File: config.mk
export PLATFORM = sky130hd
export DESIGN_NAME = bus_target
export DESIGN_NICKNAME = d
export VERILOG_FILES = /design/src/rtl/bus_target.sv
export SDC_FILE = /design/constraint.sdc
export NUM_CORES = 1
export LEC_CHECK = 0
export BUFFER_PORTS_ARGS = -buffer_cell sky130_fd_sc_hd__buf_4
export CORE_MARGIN = 2
export CORE_UTILIZATION = 30
export DETAILED_ROUTE_END_ITERATION = 10
export SLEW_MARGIN = 10
export SYNTH_ARGS = -nofsm -noshare
export SYNTH_HDL_FRONTEND = slang
export SYNTH_SLANG_ARGS = --single-unit
File: constraint.sdc
create_clock -name clk -period 3.3 [get_ports clk]
set_clock_uncertainty 0.1 [all_clocks]
set_input_delay 0.165 -clock clk [delete_from_list [all_inputs] [get_ports clk]]
set_output_delay 0.165 -clock clk [all_outputs]
set_load 0.005 [all_outputs]
File: src/rtl/bus_target.sv
// bus_target: register-file bus target for a single-master arbiter.
// A bus cycle is decoded against BASE_ADDR, held for WAIT_STATES clocks,
// then presented as ready until the arbiter strobes it, times it out
// (error) or drops address_valid. Writes land in a small register file
// that is also exported flat on reg_q.
module bus_target #(
   parameter               BASE_ADDR   = 16'h0100,
   parameter int unsigned  ADDR_WIDTH  = 16,
   parameter int unsigned  DATA_WIDTH  = 16,
   parameter int unsigned  REG_COUNT   = 8,
   parameter int unsigned  WAIT_STATES = 2,
   localparam int unsigned IDX_W       = $clog2(REG_COUNT)
) (
   input  logic                            clk,
   input  logic                            clrn,
   input  logic                            address_valid,
   input  logic [ADDR_WIDTH-1:0]           addr,
   input  logic                            wr,
   input  logic [DATA_WIDTH-1:0]           wdata,
   input  logic                            data_strobe,
   input  logic                            error,
   output logic                            target_ready,
   output logic [DATA_WIDTH-1:0]           rdata,
   output logic                            rdata_oe,
   output logic                            wr_pulse,
   output logic [IDX_W-1:0]                wr_index,
   output logic [REG_COUNT*DATA_WIDTH-1:0] reg_q,
   output logic [7:0]                      err_cnt,
   output logic                            busy
);

   localparam logic [2:0] S_IDLE   = 3'd0;
   localparam logic [2:0] S_DECODE = 3'd1;
   localparam logic [2:0] S_WAIT   = 3'd2;
   localparam logic [2:0] S_READY  = 3'd3;
   localparam logic [2:0] S_DONE   = 3'd4;
   localparam logic [2:0] S_IGNORE = 3'd5;

   localparam logic [ADDR_WIDTH-1:0] BASE_L = ADDR_WIDTH'(BASE_ADDR);
   localparam logic [3:0]            WAIT_L = 4'(WAIT_STATES);

   logic [2:0]            state_q, state_d;
   logic [ADDR_WIDTH-1:0] addr_q, addr_d;
   logic                  wr_q, wr_d;
   logic [3:0]            cnt_q, cnt_d;
   logic                  armed_q, armed_d;
   logic                  target_ready_q, target_ready_d;
   logic [DATA_WIDTH-1:0] rdata_q, rdata_d;
   logic                  rdata_oe_q, rdata_oe_d;
   logic                  wr_pulse_q, wr_pulse_d;
   logic [IDX_W-1:0]      wr_index_q, wr_index_d;
   logic [7:0]            err_cnt_q, err_cnt_d;
   logic [DATA_WIDTH-1:0] regs_q [REG_COUNT];
   logic [DATA_WIDTH-1:0] regs_d [REG_COUNT];

   logic             hit;
   logic [IDX_W-1:0] idx_q;
   logic [IDX_W-1:0] idx_d;
   logic [7:0]       err_cnt_inc;

   assign hit         = (addr_q[ADDR_WIDTH-1:IDX_W] == BASE_L[ADDR_WIDTH-1:IDX_W]);
   assign idx_q       = addr_q[IDX_W-1:0];
   assign idx_d       = addr_d[IDX_W-1:0];
   assign err_cnt_inc = (err_cnt_q == 8'hFF) ? err_cnt_q : err_cnt_q + 8'd1;

   // Next-state, datapath and register-file update for the bus-cycle FSM.
   always_comb begin
      // NOTE: every signal gets a default before the case so no path leaves it unassigned and infers a latch.
      state_d    = state_q;
      addr_d     = addr_q;
      wr_d       = wr_q;
      cnt_d      = cnt_q;
      armed_d    = armed_q | ~address_valid;
      rdata_d    = rdata_q;
      wr_pulse_d = 1'b0;
      wr_index_d = wr_index_q;
      err_cnt_d  = err_cnt_q;
      regs_d     = regs_q;

      case (state_q)
         S_IDLE: begin
            // armed_q guarantees address_valid was seen low since the last cycle or reset.
            if (address_valid && armed_q) begin
               state_d = S_DECODE;
               addr_d  = addr;
               wr_d    = wr;
               armed_d = 1'b0;
            end
         end
         S_DECODE: begin
            if (!address_valid) begin
               state_d = S_IDLE;
            end else if (hit) begin
               cnt_d   = WAIT_L;
               state_d = (WAIT_L == 4'd0) ? S_READY : S_WAIT;
            end else begin
               state_d = S_IGNORE;
            end
         end
         S_WAIT: begin
            if (!address_valid) begin
               state_d = S_IDLE;
            end else if (error) begin
               state_d   = S_DONE;
               err_cnt_d = err_cnt_inc;
            end else begin
               cnt_d = cnt_q - 4'd1;
               if (cnt_q == 4'd1) begin
                  state_d = S_READY;
               end
            end
         end
         S_READY: begin
            // Abort outranks error, and error outranks a simultaneous strobe.
            if (!address_valid) begin
               state_d = S_IDLE;
            end else if (error) begin
               state_d   = S_DONE;
               err_cnt_d = err_cnt_inc;
            end else if (data_strobe) begin
               state_d = S_DONE;
               if (wr_q) begin
                  regs_d[idx_q] = wdata;
                  wr_pulse_d    = 1'b1;
                  wr_index_d    = idx_q;
               end
            end
         end
         S_DONE, S_IGNORE: begin
            if (!address_valid) begin
               state_d = S_IDLE;
            end
         end
         default: state_d = S_IDLE;
      endcase

      // Outputs are registered so target_ready/rdata_oe are glitch-free on the bus.
      target_ready_d = (state_d == S_READY);
      rdata_oe_d     = (state_d == S_READY) && !wr_d;
      if ((state_d == S_READY) && (state_q != S_READY)) begin
         rdata_d = regs_q[idx_d];
      end
   end

   // Control and output registers.
   always_ff @(posedge clk or negedge clrn) begin
      if (!clrn) begin
         state_q        <= S_IDLE;
         addr_q         <= '0;
         wr_q           <= 1'b0;
         cnt_q          <= 4'd0;
         armed_q        <= 1'b0;
         target_ready_q <= 1'b0;
         rdata_q        <= '0;
         rdata_oe_q     <= 1'b0;
         wr_pulse_q     <= 1'b0;
         wr_index_q     <= '0;
         err_cnt_q      <= 8'd0;
      end else begin
         // NOTE: sequential state uses non-blocking assignment so all flops update together at the edge.
         state_q        <= state_d;
         addr_q         <= addr_d;
         wr_q           <= wr_d;
         cnt_q          <= cnt_d;
         armed_q        <= armed_d;
         target_ready_q <= target_ready_d;
         rdata_q        <= rdata_d;
         rdata_oe_q     <= rdata_oe_d;
         wr_pulse_q     <= wr_pulse_d;
         wr_index_q     <= wr_index_d;
         err_cnt_q      <= err_cnt_d;
      end
   end

   // Register file storage.
   always_ff @(posedge clk or negedge clrn) begin
      if (!clrn) begin
         // NOTE: the register file is reset because its contents are visible on reg_q and must read zero after reset.
         for (int i = 0; i < int'(REG_COUNT); i++) begin
            regs_q[i] <= '0;
         end
      end else begin
         regs_q <= regs_d;
      end
   end

   for (genvar g = 0; g < int'(REG_COUNT); g++) begin : g_flat
      assign reg_q[g*DATA_WIDTH +: DATA_WIDTH] = regs_q[g];
   end

   assign target_ready = target_ready_q;
   assign rdata        = rdata_q;
   assign rdata_oe     = rdata_oe_q;
   assign wr_pulse     = wr_pulse_q;
   assign wr_index     = wr_index_q;
   assign err_cnt      = err_cnt_q;
   assign busy         = (state_q != S_IDLE);

endmodule

# Yosys cells after proc, flatten, opt, wreduce, memory -nomap -nowiden
# Cells that the tools add are included.
# Widths: inputs -> output; s select.
word_totals:
  elab_cells: 92
  regBits: 183
  out_inout_bits: 159
  inputBits: 38
classes:
  n_lt_le_gt_ge: 3
  n_bitwise: 6
  n_eq_ne: 14
  reduce_logical: 14
  muxes: 33
  addsub: 2
ops:
  columns: ["cell", "count"]
  rows:
  - ["$bwmux 128", 1]
  - ["$bmux 16 s3", 1]
  - ["$demux 16 s3", 1]
  - ["$mux 16", 3]
  - ["$mux 3", 12]
  - ["$mux 4", 4]
  - ["$pmux 3 s5", 1]
  - ["$eq 13x6->1 const B", 1]
  - ["$reduce_and 5->1", 2]
  - ["$eq 3x2->1 const B", 3]
  - ["$mux 1", 9]
  - ["$add 8x1->8 const B", 1]
  - ["$eq 8x8->1 const B", 1]
  - ["$ge 4x4->1 const B", 2]
  - ["$ne 2x2->1 const B", 4]
  - ["$not 3->4", 2]
  - ["$pmux 4 s2", 1]
  - ["$eq 3x3->1 const B", 2]
  - ["$eq 4x1->1 const B", 1]
  - ["$logic_and 1x1->1", 4]
  - ["$lt 4x1->1 const B", 1]
  - ["$reduce_and 4->1", 1]
  - ["$reduce_or 2->1", 2]
  - ["$sub 4x1->4 const B", 1]
  - ["other kinds (9)", 11]

# Longest topological paths before layout
depth:
  ltp_word: 7
  depth_mapped: 9
  mapped_depth_nobuf: 8

# Worst setup path before layout
# No wires, ideal clock.
synth_timing:
  path_type: "reg2reg"
  start: "reg state_q[2]"
  end: "reg rdata_q[10] (netlist: rdata[10])"
  setup_slack_ps: 841
  stages_incl_launch_ff: 9
  t_required_ps: 3080
  setup_ps: 120
  t_arrival_ps: 2239
  path_buffers: 1
  cell_sequence: "dfrtp_1 > or3b_4 > nor2_8 > mux2i_4 > inv_6 > buf_12 > mux4_2 > nand2_1 > o21ai_2"
synth_between:
  elab_chain_cells: 6
  word_cells_on_any_way: 24
synth_rtl:
  columns: ["element", "line_no", "source"]
  rows:
  - ["start, declared", "42", "logic [2:0] state_q, state_d;"]
  - ["start signal, assigned", "161", "state_q <= state_d;"]
  - ["$logic_not 3->1", "80", "case (state_q)"]
  - ["$mux 3", "80", null]
  - ["net addr_d[0]", "43", "logic [ADDR_WIDTH-1:0] addr_q, addr_d;"]
  - ["$not 3->4 (not written as such)", "141", "rdata_d = regs_q[idx_d];"]
  - ["$bmux 16 s3", "141", null]
  - ["$mux 16 (not written as such) (2 in a row)", "141", null]
  - ["end signal, assigned", "167", "rdata_q <= rdata_d;"]
  - ["end, declared", "48", "logic [DATA_WIDTH-1:0] rdata_q, rdata_d;"]
# The timed path passes the listed nets, and every way through them passes these cells. The select of a mux whose other input is x is not followed.
# A chain may end at the register's enable or synchronous reset.

# Worst setup path in the final report
layout_timing:
  start: "reg state_q[0]"
  end: "reg rdata_q[7] (netlist: rdata[7])"
layout_between:
  elab_chain_cells: 6
  word_cells_on_any_way: 24
layout_rtl:
  columns: ["element", "line_no"]
  rows:
  - ["$logic_not 3->1, or another cell as far along", "80"]
  - ["$mux 3 (on tied branches)", "80, 103, 117"]
  - ["$not 3->4 (not written as such), or another cell as far along", "141"]
  - ["$bmux 16 s3 / $pmux 3 s5 (equally long branches)", "141, 80"]
  - ["$mux 16 (not written as such) / $eq 3x2->1 (equally long branches)", "141, 140"]
  - ["$mux 16 (not written as such) / $logic_and 1x1->1 (equally long branches)", "141, 140"]
# Several ways; a longest one is shown, not always the timed one. The select of a mux whose other input is x is not followed.

==> results.yml <==
timing:
  setup_viol: 0
  timing.final.ws_setup_ns: 0.5384
  fin_setup_tns_ns: 0
  tightest_slew_ns: 0.7542
  timing.fmax_mhz: 362.1
  fin_crit_ns: 2.762
  period_share: 0.8369
  hold_slack_ns: 0.04656
  hold_violations: 0
  final_max_slew_viol_count: 0
  slew_headroom: 0.4972
  rsz0062_at_grt: "false"
grt:
  track_usage: 0.1776
  grt_max_degree: 84
  grt_remaining_overflow: 0
  grt_pass1_vias: 6217
  grt_pass1_wl_mm: 38.79
  antenna_found_initial: 0
die:
  rows: 61
  dieArea_um2: 29380
  die_w_um: 171.4
  die_h_um: 171.4
  core_area_um2: 27710
  io_pins: 197
  start_util: 0.3035
logic_synthesis:
  synthFlopType: "dfrtp_1"
  synth-edff-count: 0
  avgSynthCellArea_um2: 13.43
  ys_seq_area_frac: 0.5446
  synth_area_um2: 8408
  synth.net_count: 667
  syn-instance-count: 626
  yosysWarnings: 0
  yosys.cell_types.count: 65
  ys_ff_latch: 183
  synth_async_sr_flop_share: 1.000
cts:
  cts_tree: "done"
  cts_setup_buffers: 0
  cts-resized-gates: 0
  htree_levels: 4
  clock_latency_ns: 0.43
  cts_buffers: 17
  clock_path_buffers: 2
  clock-sinks: 183
  path_clk_slew_ns: 0.07
  cts-root-buf: "clkbuf_16"
  postCtsHoldBufs: 33
pwr:
  p_leak_nw: 5.682
  powerDensity_nw_per_um2: 466.8
  vdd_drop_max_mv: 0.3118
  report.power.total_mw: 5.270
place:
  port_buffers: 196
  dpl_worst_slack_ns: 0.5370
  place_congestion: 0.7449
  dpl.cell_count: 1190
  placed_area_um2: 10380
  post-dp-hpwl_mm: 17.00
setup_path:
  crit_type: "flip-flop to flip-flop"
  slowest_delay_ns: 0.60
  worst-path-buf-inv: 2
  cpMaxStageDelayCell: "dfrtp_1"
  crit_required_ns: 3.52
  endpoint_kind: "flip-flop"
  start_kind: "flip-flop"
  crit_family: "simple AND/OR/NAND/NOR gates"
  timing.rr.start: "state_q[0]$_DFF_PN0_"
  critPathLaunch: "state_q[0]$_DFF_PN0_"
  r2r_slack_ns: 0.54
  critPathMaxFanout: 21
  worstPathCellList: "nor2b_1, and3_1, nor2_1, inv_2, buf_12, a222oi_1, o21ai_0, a22o_1"
  critPathArrivalTime_ns: 2.98
detailed_routing:
  vias: 6175
  ant_nets: 0
  wire_per_inst_um: 20.57
  drt_iter0_drc: 419
  firstDrtPassIters: 5
  postRouteWirelength_mm: 25.82
  drc: 0
  routed_via_density: 4.920
finish:
  final_common_cell: "buf_4"
  final_util: 0.4075
  fin_area_um2: 11290
  diodes: 0
  nets: 905
  fin_cells: 1255
  final_cell_mix: "buf_4, dfrtp_1, mux2_2, nand2_1, dlygate4sd3_1"
  syn_to_final_growth_pct: 34.27
  drive_gt1_frac: 0.4629
hold_path:
  holdCritStartpoint: "error"
  hold_class: "input pin to flip-flop"
run_status:
  outcome: "completed"
run:
  cap_violations: 0
[cells in the mapped netlist, types with 3 or more instances]
cell / instances / area [um^2]
nand2b_1: 15 / 93.84
mux2_4: 12 / 180.2
o21ai_0: 19 / 95.09
mux2_1: 12 / 135.1
a21oi_1: 9 / 45.04
buf_2: 9 / 45.04
buf_4: 3 / 22.52
nand2_1: 82 / 307.8
inv_1: 6 / 22.52
a222oi_1: 14 / 140.1
ha_1: 3 / 37.54
mux4_2: 14 / 315.3
nand4_1: 3 / 18.77
o21ai_2: 6 / 52.55
mux2i_1: 17 / 170.2
buf_6: 5 / 56.30
a22oi_1: 12 / 90.09
a22o_1: 4 / 35.03
xnor2_1: 7 / 61.31
o21a_1: 12 / 90.09
clkbuf_1: 8 / 30.03
mux2_2: 104 / 1171
dfrtp_1: 183 / 4579
nor2_1: 8 / 30.03
and3_1: 5 / 31.28
[layout make-up]
type | count | area (um^2)
fill | 2665 | 16420
inverter | 8 | 35.03
clock inverter | 15 | 158.9
tap | 378 | 473.0
clock buffer | 17 | 425.4
timing repair buffer | 247 | 1981
sequential | 183 | 4579
multi-input combinational | 407 | 3637
[worst register-to-register path: cells and delay by family (launching register included)]
family | cells | cell delay, ns
and+or+nand+nor | 3 | 0.72
DFF | 1 | 0.60
AOI/OAI and AO/OA | 3 | 0.70
buffers and inverters | 2 | 0.53
[sequential cells by signal, indices dropped and copies added, names as in the netlist]
register / flops
wr_q: 1
reg_q: 128
target_ready: 1
armed_q: 1
err_cnt: 8
wr_pulse: 1
rdata: 16
cnt_q: 4
state_q: 3
wr_index: 3
rdata_oe: 1
addr_q: 16
[where the power goes]
part           total [mW]  switching [mW]  leakage, nW  internal [mW]
sequential           2.42           0.103         2.51           2.32
clock                2.03            1.01        0.285           1.02
combinational       0.818           0.516         2.88          0.303
[metal layers]
metal	global-route usage	up-vias	part of all wire
met5	0	-	0
met3	0.03843	24	0.052
li1	-	2771	-
met1	0.2432	3201	0.45
met4	0.05490	0	0.021
met2	0.2817	179	0.47
[cells by family after synthesis]
family,Yosys count,share of synthesized area
flip-flops,183,0.5446
AO/OA/AOI/OAI,95,0.08333
AND/OR/NAND/NOR,140,0.09479
adder cells (fa/ha/maj),3,0.004465
multiplexers,160,0.2372
buffers and inverters,36,0.02619
XOR/XNOR,9,0.009376
[path summary, 6_finish.rpt]
kind,cells past startpoint,end
worst max-delay path,8,rdata[7]$_DFFE_PN0P_
worst min register to register,2,addr_q[14]$_DFFE_PN0P_
worst max register to register,8,rdata[7]$_DFFE_PN0P_
min in group asynchronous,2,err_cnt[3]$_DFFE_PN0P_
max in group asynchronous,3,reg_q[54]$_DFFE_PN0P_
worst min-delay path,4,state_q[2]$_DFF_PN0_
Note: power is estimated with default switching activity, not from simulation.
